$ cat config.mk
export PLATFORM = sky130hd
export DESIGN_NAME = seq_detector_param
export DESIGN_NICKNAME = d
export VERILOG_FILES = /design/src/rtl/seq_detector_param.sv
export SDC_FILE = /design/constraint.sdc
export NUM_CORES = 1
export LEC_CHECK = 0
export BUFFER_PORTS_ARGS = -buffer_cell sky130_fd_sc_hd__buf_4
export CORE_AREA = 2 2 66 43
export DETAILED_ROUTE_END_ITERATION = 7
export DIE_AREA = 0 0 68 45
export GPL_TIMING_DRIVEN = 1
export PLACE_DENSITY_LB_ADDON = 0.05
export SETUP_SLACK_MARGIN = 0.05
export SLEW_MARGIN = 0
export SYNTH_ARGS = -nofsm -noshare
export SYNTH_HDL_FRONTEND = slang
export SYNTH_SLANG_ARGS = --single-unit
$ cat constraint.sdc
create_clock -name clock -period 3.39 [get_ports clock]
set_input_delay 0.678 -clock clock [delete_from_list [all_inputs] [get_ports clock]]
set_output_delay 0.678 -clock clock [all_outputs]
set_load 0.01 [all_outputs]
$ cat src/rtl/seq_detector_param.sv
// Run-time programmable Moore sequence detector: registered pulse when the last len sampled bits equal pattern.
// Optional saturating match counter is built only when SEQDET_MATCH_COUNT_EN is defined.
module seq_detector_param #(
  parameter int                 MAX_LEN         = 8,
  parameter int                 LEN_W           = $clog2(MAX_LEN + 1),
  parameter logic [MAX_LEN-1:0] DEFAULT_PATTERN = 8'b0000_1011,
  parameter int                 DEFAULT_LEN     = 4,
  parameter int                 COUNT_W         = 8
) (
  input  logic               clock,
  input  logic               reset,
  input  logic               sequence_in,
  input  logic               sequence_valid,
  input  logic               overlap_en,
  input  logic               cfg_load,
  input  logic [MAX_LEN-1:0] cfg_pattern,
  input  logic [LEN_W-1:0]   cfg_len,
  input  logic               count_clear,
  output logic               detector_out,
  output logic [COUNT_W-1:0] match_count
);

  localparam logic [LEN_W-1:0] MAX_LEN_L = LEN_W'(MAX_LEN);

  logic [MAX_LEN-1:0] history, history_next, pattern, len_mask;
  logic [LEN_W-1:0]   len, fill, fill_next, eff_len;
  logic               match;

  // Zero length disables detection; oversized lengths clamp to the history depth.
  always_comb begin
    eff_len = cfg_len;
    if (cfg_len > MAX_LEN_L) eff_len = MAX_LEN_L;
  end

  always_comb begin
    len_mask = '0;
    for (int i = 0; i < MAX_LEN; i++) len_mask[i] = (i < int'(len));
  end

  // Match is judged on the post-shift history so the pulse lands one cycle after the last bit.
  always_comb begin
    history_next = history;
    fill_next    = fill;
    match        = 1'b0;
    if (sequence_valid) begin
      history_next = {history[MAX_LEN-2:0], sequence_in};
      fill_next    = (fill >= MAX_LEN_L) ? MAX_LEN_L : fill + 1'b1;
      match        = (len != '0) && (fill_next >= len) &&
                     ((history_next & len_mask) == (pattern & len_mask));
      if (match && !overlap_en) fill_next = '0;
    end
  end

  always_ff @(posedge clock or negedge reset) begin
    if (!reset) begin
      history      <= '0;
      fill         <= '0;
      detector_out <= 1'b0;
      pattern      <= DEFAULT_PATTERN;
      len          <= LEN_W'(DEFAULT_LEN);
    end else if (cfg_load) begin
      history      <= '0;
      fill         <= '0;
      detector_out <= 1'b0;
      pattern      <= cfg_pattern;
      len          <= eff_len;
    end else begin
      history      <= history_next;
      fill         <= fill_next;
      detector_out <= match;
    end
  end

`ifdef SEQDET_MATCH_COUNT_EN
  logic [COUNT_W-1:0] count_q;

  always_ff @(posedge clock or negedge reset) begin
    if (!reset) begin
      count_q <= '0;
    end else if (cfg_load || count_clear) begin
      count_q <= '0;
    end else if (match && (count_q != {COUNT_W{1'b1}})) begin
      count_q <= count_q + 1'b1;
    end
  end

  assign match_count = count_q;
`else
  logic unused_count_clear;
  assign unused_count_clear = count_clear;
  assign match_count        = '0;
`endif

endmodule

Word-level counts from Yosys, hierarchy flattened
Cells that the tools add are included.
{"block": "classes", "n_eq_ne": 1, "order_cmp": 11, "reduce_logical": 6, "bitwise": 2, "n_mux": 9, "addsub": 1}
{"cell": "$mux W4", "count": 5}
{"cell": "$and A8 B8 Y8", "count": 2}
{"cell": "$lt A3 B4 Y1 const A", "count": 4}
{"cell": "$mux W7", "count": 2}
{"cell": "$eq A8 B8 Y1", "count": 1}
{"cell": "$lt A1 B4 Y1 const A", "count": 2}
{"cell": "$lt A2 B4 Y1 const A", "count": 2}
{"cell": "$add A4 B1 Y4 const B", "count": 1}
{"cell": "$ge A4 B4 Y1", "count": 1}
{"cell": "$ge A4 B4 Y1 const B", "count": 1}
{"cell": "$gt A4 B4 Y1 const B", "count": 1}
{"cell": "$reduce_bool A4 Y1", "count": 1}
{"cell": "$logic_and A1 B1 Y1", "count": 3}
{"cell": "$mux W1", "count": 2}
{"cell": "$reduce_bool A2 Y1", "count": 1}
{"cell": "$logic_not A1 Y1", "count": 1}
{"block": "word_totals", "wordCells": 35, "out_inout_bits": 9, "inputBits": 19, "ff_bits": 24}

Logic depth before layout (Yosys ltp)
Gate-level depths: netlist (run 1).
{"block": "depth", "depth_word": 9, "ltp_mapped": 8, "mapped_depth_nobuf": 8}

Worst setup path before layout (run 1)
No wires, ideal clock.
{"block": "synth_timing", "path_type": "register -> register", "startpoint": "register fill[0]", "endpoint": "register fill[0]", "path_buffers": 0, "synth_period_minus_slack_ns": 2.003, "required_time_ns": 3.269, "arrival_ns": 1.882, "setup_time_ns": 0.121, "path_stages_with_launch": 9, "setup_slack_ns": 1.387, "path_cell_list": "dfrtp_1 > inv_1 > ha_1 > nor2b_1 > ha_1 > o21ai_0 > a221oi_2 > nand4b_2 > a32o_2"}
{"block": "synth_between", "elab_chain_len": 9, "elab_cells_between_ends": 10, "cone_classes": "1 x add/sub; 2 x order compare; 4 x mux; 3 x reduce/logical"}
{"element": "start, declared", "line": "26", "text": "logic [LEN_W-1:0] len, fill, fill_next, eff_len;"}
{"element": "start signal, assigned", "line": "69", "text": "fill <= fill_next;"}
{"element": "$add A4 B1 Y4 / $ge A4 B4 Y1 (equally long branches)", "line": "47", "text": "fill_next = (fill >= MAX_LEN_L) ? MAX_LEN_L : fill + 1'b1;"}
{"element": "$mux W4 *", "line": "47"}
{"element": "$ge A4 B4 Y1", "line": "48", "text": "match = (len != '0) && (fill_next >= len) &&"}
{"element": "$logic_and A1 B1 Y1 (2 in series)", "line": "48"}
{"element": "$logic_and A1 B1 Y1", "line": "50", "text": "if (match && !overlap_en) fill_next = '0;"}
{"element": "$mux W4 *", "line": "50"}
{"element": "$mux W4 *", "line": "45", "text": "if (sequence_valid) begin"}
{"element": "$mux W4 *", "line": "61", "text": "end else if (cfg_load) begin"}
Mark *: on every way between the ends. The rest lies on a longest branch, timed or not. The select of a mux whose other input is x is not followed.
A chain may end at the register's enable or synchronous reset.

Final worst setup path (run 1)
Ends and elaborated chain as after synthesis.

==> metrics.yaml, run 1 <==
run_status:
  outcome: "finished clean"
layout:
  nets: 168
  syn2layout_area_growth_pct: 12.9
  fillCellCount: 200
  post-route-util_pct: 62.2
  fin_cells: 174
  diodes: 0
  fin_area_um2: 1500
  drive_above_1_share_pct: 28.2
pwr:
  leakage_nw: 0.765
  combPwrFrac_pct: 17.3
  cell_internal_pwr_mw: 0.443
  ir_drop_v: 0.000310
  power_frac_seq_pct: 54.6
  power-per-cell-area_nw_per_um2: 396
  switching_share_pct: 25.6
  switchingPower_mw: 0.153
  clockPowerShare_pct: 28.1
  power_mw: 0.595
timing:
  whs_ns: 0.296
  hold_viol: 0
  fin_ws_ns: 1.18
  period_minus_slack_ns: 2.21
  period_share_pct: 65.1
  slew_viol_final: 0
  setup_violations: 0
  rsz0062_at_grt: "no"
  clock_skew_ns: 0.00298
  timing.fmax_mhz: 453
  fin_tns_setup_ns: 0
route:
  detail_route.wl_per_cell_um: 13.6
  first_iter_violations: 32
  dr.pass1.iters: 4
  ant_nets: 0
  wirelength_um: 2360
  drc_errors: 0
  viasPerCell: 5.20
  via_count: 905
clock_tree:
  cts.repair.resized: 0
  cts_buffer_depth: 2
  cts_num_sinks: 24
  clk_latency_ns: 0.26
  numCtsBuffers: 3
  cts_max_level: 1
  tritoncts: "done"
  path_clk_slew_ns: 0.08
  postCtsHoldBufs: 0
  cts_setup_buffers: 0
  root_buffer: "clkbuf_8"
die:
  core-area_um2: 2420
  rows: 14
  die-area_um2: 3060
  io_pins: 28
  initial_utilization_pct: 55.1
  die_width_um: 68
  die_h_um: 45
global_routing:
  overflow: 0
  grt_pass1_wl_um: 3980
  grtUsageTotal_pct: 17.9
  grt_pass1_vias: 871
  antenna_found_initial: 0
  grt_start_max_net_pins: 27
place:
  dp_hpwl_um: 1730
  io_buffers: 18
  dpl.cell_count: 170
  place_area_um2: 1460
  gp_congestion: 0.795
  post-place-ws_ns: 1.22
synth:
  syn_area_per_cell_um2: 10.7
  ys_warn_count: 0
  yosysMostFrequentCell: "dfrtp_1"
  synth_common_cells: "dfrtp_1 (20), nor2_1 (14), inv_1 (10)"
  ys_ff_latch: 24
  synth_edf_count: 0
  async_reset_ff_share_pct: 100
  synth_cells: 125
  synth-main-ff-cell: "dfrtp_1"
  synth_top_cell_by_area: "dfrtp_1"
  netlist_area_um2: 1330
  synth.area.top_cells: "dfrtp_1 (38%), dfstp_2 (7.9%), mux2_2 (6.8%), ha_1 (5.6%), mux2i_1 (5.3%)"
  yosysTopAreaCellShare_pct: 37.6
  ys_seq_area_share_pct: 45.5
  synth_cell_types: 32
worst_setup_path:
  cp.arrival_ns: 2.36
  slowest_stage: "dfrtp_1"
  path_buf_inv: 0
  crit_path_cell_trace: "ha_1, xnor2_1, nor2_1, ha_1, o21ai_0, a221oi_2, nand4b_2, a32o_2"
  cpPeakStageDelay_ns: 0.44
  path_class: "flop to flop"
  crit_top_cell: "ha_1"
  cp_top_family: "compound AO/OA/AOI/OAI gates"
  rrSetupSlack_ns: 1.18
  cp_data_required_time_ns: 3.54
  critPathMaxFanout: 5
  cp-end-kind: "flop"
  crit_path_start_kind: "flop"
run:
  drv_cap: 0
hold_path:
  hold_class: "input pin to asynchronous set/reset pin"
[cell families after synthesis]
group	count (synthesis)	synth area share [%]
and+or+nand+nor	28	11.0
DFF	24	45.5
buffers and inverters	22	8.46
AOI/OAI and AO/OA	20	11.2
muxes	15	12.0
xor gates and xnor gates	9	5.92
adders and majority gates	6	5.64
other	1	0.282
[layer usage]
layer | routed length, um | global-route usage, % | vias to the layer above
met3 | 143 | 6.48 | 4
li1 | - | - | 444
met2 | 976 | 27.6 | 31
met1 | 1210 | 24.4 | 426
met4 | 29 | 4.40 | 0
met5 | 0 | 0 | -
[placed cells by master (no fill, tap or decap), drive strengths merged, types with 5 or more instances in the layout]
cell / n
conb: 8
mux2: 8
nor2: 14
o21ai: 8
buf: 18
mux2i: 7
xor2: 5
dfrtp: 20
inv: 10
ha: 6
[path summary, 6_finish.rpt]
path | from | to | cells after the start
worst max-delay path | fill[0]$_DFFE_PN0P_ | fill[0]$_DFFE_PN0P_ | 8
worst min-delay path | reset | pattern[5]$_DFFE_PN0P_ | 1
worst max register to register | fill[0]$_DFFE_PN0P_ | fill[0]$_DFFE_PN0P_ | 8
worst min register to register | pattern[4]$_DFFE_PN0P_ | pattern[4]$_DFFE_PN0P_ | 1
max in group asynchronous | reset | pattern[0]$_DFFE_PN1P_ | 1
min in group clock | pattern[4]$_DFFE_PN0P_ | pattern[4]$_DFFE_PN0P_ | 1
[sequential cells by signal, indices dropped and copies added (netlist names)]
| register | cells |
|---|---|
| pattern | 8 |
| fill | 4 |
| detector_out | 1 |
| history | 7 |
| len | 4 |
[power groups by stage]
stage	combinational, mW	sequential, mW	clock [mW]
detailed placement	0.103	0.330	0
finish	0.103	0.325	0.167
floorplan	0.0778	0.325	0
CTS	0.105	0.325	0.172
global placement	0.0999	0.329	0
global route	0.117	0.327	0.187
[cell type report]
type,instances,area (um^2),area share [%]
sequential,24,606,40.3
inverter,10,37.5,2.50
clock buffer,4,45.0,3.00
multi-input combinational,86,639,42.5
timing repair buffer,18,135,8.99
tap,32,40.0,2.66
No activity file was read; power rests on OpenSTA's default activity.
==> run 2, diff against run 1 <==
--- a/config.mk
+++ b/config.mk
@@ -6,9 +6,9 @@
 export NUM_CORES = 1
 export LEC_CHECK = 0
 export BUFFER_PORTS_ARGS = -buffer_cell sky130_fd_sc_hd__buf_4
-export CORE_AREA = 2 2 66 43
+export CORE_AREA = 2 2 68 44
 export DETAILED_ROUTE_END_ITERATION = 7
-export DIE_AREA = 0 0 68 45
+export DIE_AREA = 0 0 70 46
 export GPL_TIMING_DRIVEN = 1
 export PLACE_DENSITY_LB_ADDON = 0.05
 export SETUP_SLACK_MARGIN = 0.05
==> constraint.sdc (replaced) <==
create_clock -name clock -period 2.22 [get_ports clock]
set_input_delay 0.444 -clock clock [delete_from_list [all_inputs] [get_ports clock]]
set_output_delay 0.444 -clock clock [all_outputs]
set_load 0.01 [all_outputs]
==> metrics.yaml, run 2 (same netlist as run 1, synthesis figures left out) <==
run_status:
  outcome: "finished clean"
die:
  rows: 15  # +1
  core-area_um2: 2670  # +10%
  die_h_um: 46  # +2.2%
  io_pins: 28  # unchanged
  die_width_um: 70  # +2.9%
  die-area_um2: 3220  # +5.2%
  initial_utilization_pct: 50.0  # -5.1 points
worst_setup_path:
  critPathMaxFanout: 4  # -1
  crit_path_start_kind: "flop"
  reg2regPathDepth: 8  # unchanged
  cp.arrival_ns: 2.22  # -0.14 ns
  cp-end-kind: "flop"
  path_class: "flop to flop"
  r2r_start: "fill[1]$_DFFE_PN0P_"
  rrSetupSlack_ns: 0.16  # -1.02 ns
  r2r_end: "fill[1]$_DFFE_PN0P_"
  cp_data_required_time_ns: 2.38  # -1.16 ns
timing:
  slew_viol_final: 0  # unchanged
  period_minus_slack_ns: 2.06  # -0.149 ns
  fin_ws_ns: 0.162  # -1.02 ns
  clock_skew_ns: 0.0132  # +0.0102 ns
  fin_tns_setup_ns: 0  # unchanged
  rsz0062_at_grt: "no"
  period_share_pct: 92.7  # +28 points
  setup_violations: 0  # unchanged
  hold_viol: 0  # unchanged
  timing.fmax_mhz: 486  # +7.2%
place:
  post-place-ws_ns: 0.0522  # -1.17 ns
  dpl.cell_count: 172  # +1.2%
  io_buffers: 18  # unchanged
  dp_hpwl_um: 1730  # -0.12%
  gp_congestion: 0.743  # -6.5%
layout:
  layout_common_cells: "dfrtp_1 (20), buf_4 (20), nor2_1 (14)"
  nets: 170  # +1.2%
  fin_cells: 178  # +2.3%
  fillCellCount: 238  # +19%
  largest_register_ffs: 8  # unchanged
  diodes: 0  # unchanged
  registers.top_by_ff_count: "pattern"
  drive_above_1_share_pct: 32.6  # +4.5 points
  reg.largest.list: "pattern: 8 flops, history: 7 flops"
  syn2layout_area_growth_pct: 16.4
global_routing:
  overflow: 0  # unchanged
  grtUsageTotal_pct: 17.1  # -0.86 points
  grt_start_max_net_pins: 27  # unchanged
  antenna_found_initial: 0  # unchanged
  grt_pass1_vias: 891  # +2.3%
  grt_pass1_wl_um: 4150  # +4.3%
route:
  viasPerCell: 5.10  # -1.9%
  detail_route.wl_per_cell_um: 13.5  # about the same
  drc_errors: 0  # unchanged
  first_iter_violations: 61  # +91%
  wirelength_um: 2410  # +2.2%
  via_count: 908  # +0.33%
  dr.pass1.iters: 4  # unchanged
  ant_nets: 0  # unchanged
hold_path:
  hold_class: "input pin to asynchronous set/reset pin"
run:
  drv_cap: 0  # unchanged
clock_tree:
  clk_latency_ns: 0.27  # about the same
  tritoncts: "done"
  root_buffer: "clkbuf_8"
  cts_max_level: 1  # unchanged
  cts_buffer_depth: 2  # unchanged
  cts_num_sinks: 24  # unchanged
  path_clk_slew_ns: 0.09  # about the same
  numCtsBuffers: 3  # unchanged
pwr:
  leakage_nw: 0.775  # +1.4%
  ir_drop_v: 0.000439  # +42%
  power-per-cell-area_nw_per_um2: 602  # +52%
==> run 2: cell types whose count changed in the layout (fill, tap and decap cells not counted), sizes merged <==
cell  previous run  this run
buf             18        20
==> run 2: how the worst max path moves through the flow <==
stage,from,end,depth (start not counted)
finish,fill[1]$_DFFE_PN0P_,fill[1]$_DFFE_PN0P_,8
detailed placement,fill[0]$_DFFE_PN0P_,fill[2]$_DFFE_PN0P_,8
CTS,fill[1]$_DFFE_PN0P_,fill[1]$_DFFE_PN0P_,8
global placement,fill[0]$_DFFE_PN0P_,fill[0]$_DFFE_PN0P_,8
floorplan,fill[0]$_DFFE_PN0P_,fill[0]$_DFFE_PN0P_,8
global route,fill[1]$_DFFE_PN0P_,fill[1]$_DFFE_PN0P_,8
==> run 2: per-layer routing <==
metal | vias up | GRT usage, % | part of all wire, % | routed length (um)
met5 | - | 0 | 0 | 0
li1 | 448 | - | - | -
met3 | 2 | 5.97 | 6.4 | 154
met1 | 428 | 22.8 | 50 | 1200
met2 | 30 | 27.6 | 43 | 1050
met4 | 0 | 3.46 | 0.37 | 9
==> run 2: cell type report <==
class                      instances  area [um^2]  share of cell area, %
timing repair buffer              20          150                   9.69
multi-input combinational         86          668                   43.1
sequential                        24          606                   39.1
inverter                          10         37.5                   2.42
clock buffer                       4         45.0                   2.91
tap                               34         42.5                   2.75
==> run 2: what timing repair did <==
action	CTS	global route
buffers inserted	1	1
setup endpoints to repair	3	4
gates cloned	0	0
hold endpoints to repair	0	0
hold buffers	0	0
resized for setup	0	8
pin swaps	0	10
==> run 2: power breakdown <==
part           internal (mW)  switching [mW]  leakage [nW]
clock                  0.128           0.133        0.0228
combinational         0.0927          0.0838         0.449
sequential             0.469          0.0264         0.304
total                  0.689           0.244         0.775
==> run 2: worst max-delay path, cell delays in order (launching register included) <==
cell and delay (ns):
dfrtp_1 0.41, inv_1 0.06, ha_1 0.27, nor2b_4 0.14
ha_4 0.26, o21ai_2 0.05, a221oi_2 0.30, nand4b_2 0.19
a32o_2 0.28
==> run 2: metrics by stage <==
step	util (%)	hold WS [ns]	total power [mW]	area (um^2)
floorplan	-	0.148	0.615	1360
global placement	54.8	0.357	0.656	1460
detailed placement	54.8	0.363	0.662	1460
CTS	56.8	0.0727	0.926	1510
global route	58.1	0.0673	0.994	1550
finish	58.1	0.0574	0.933	1550
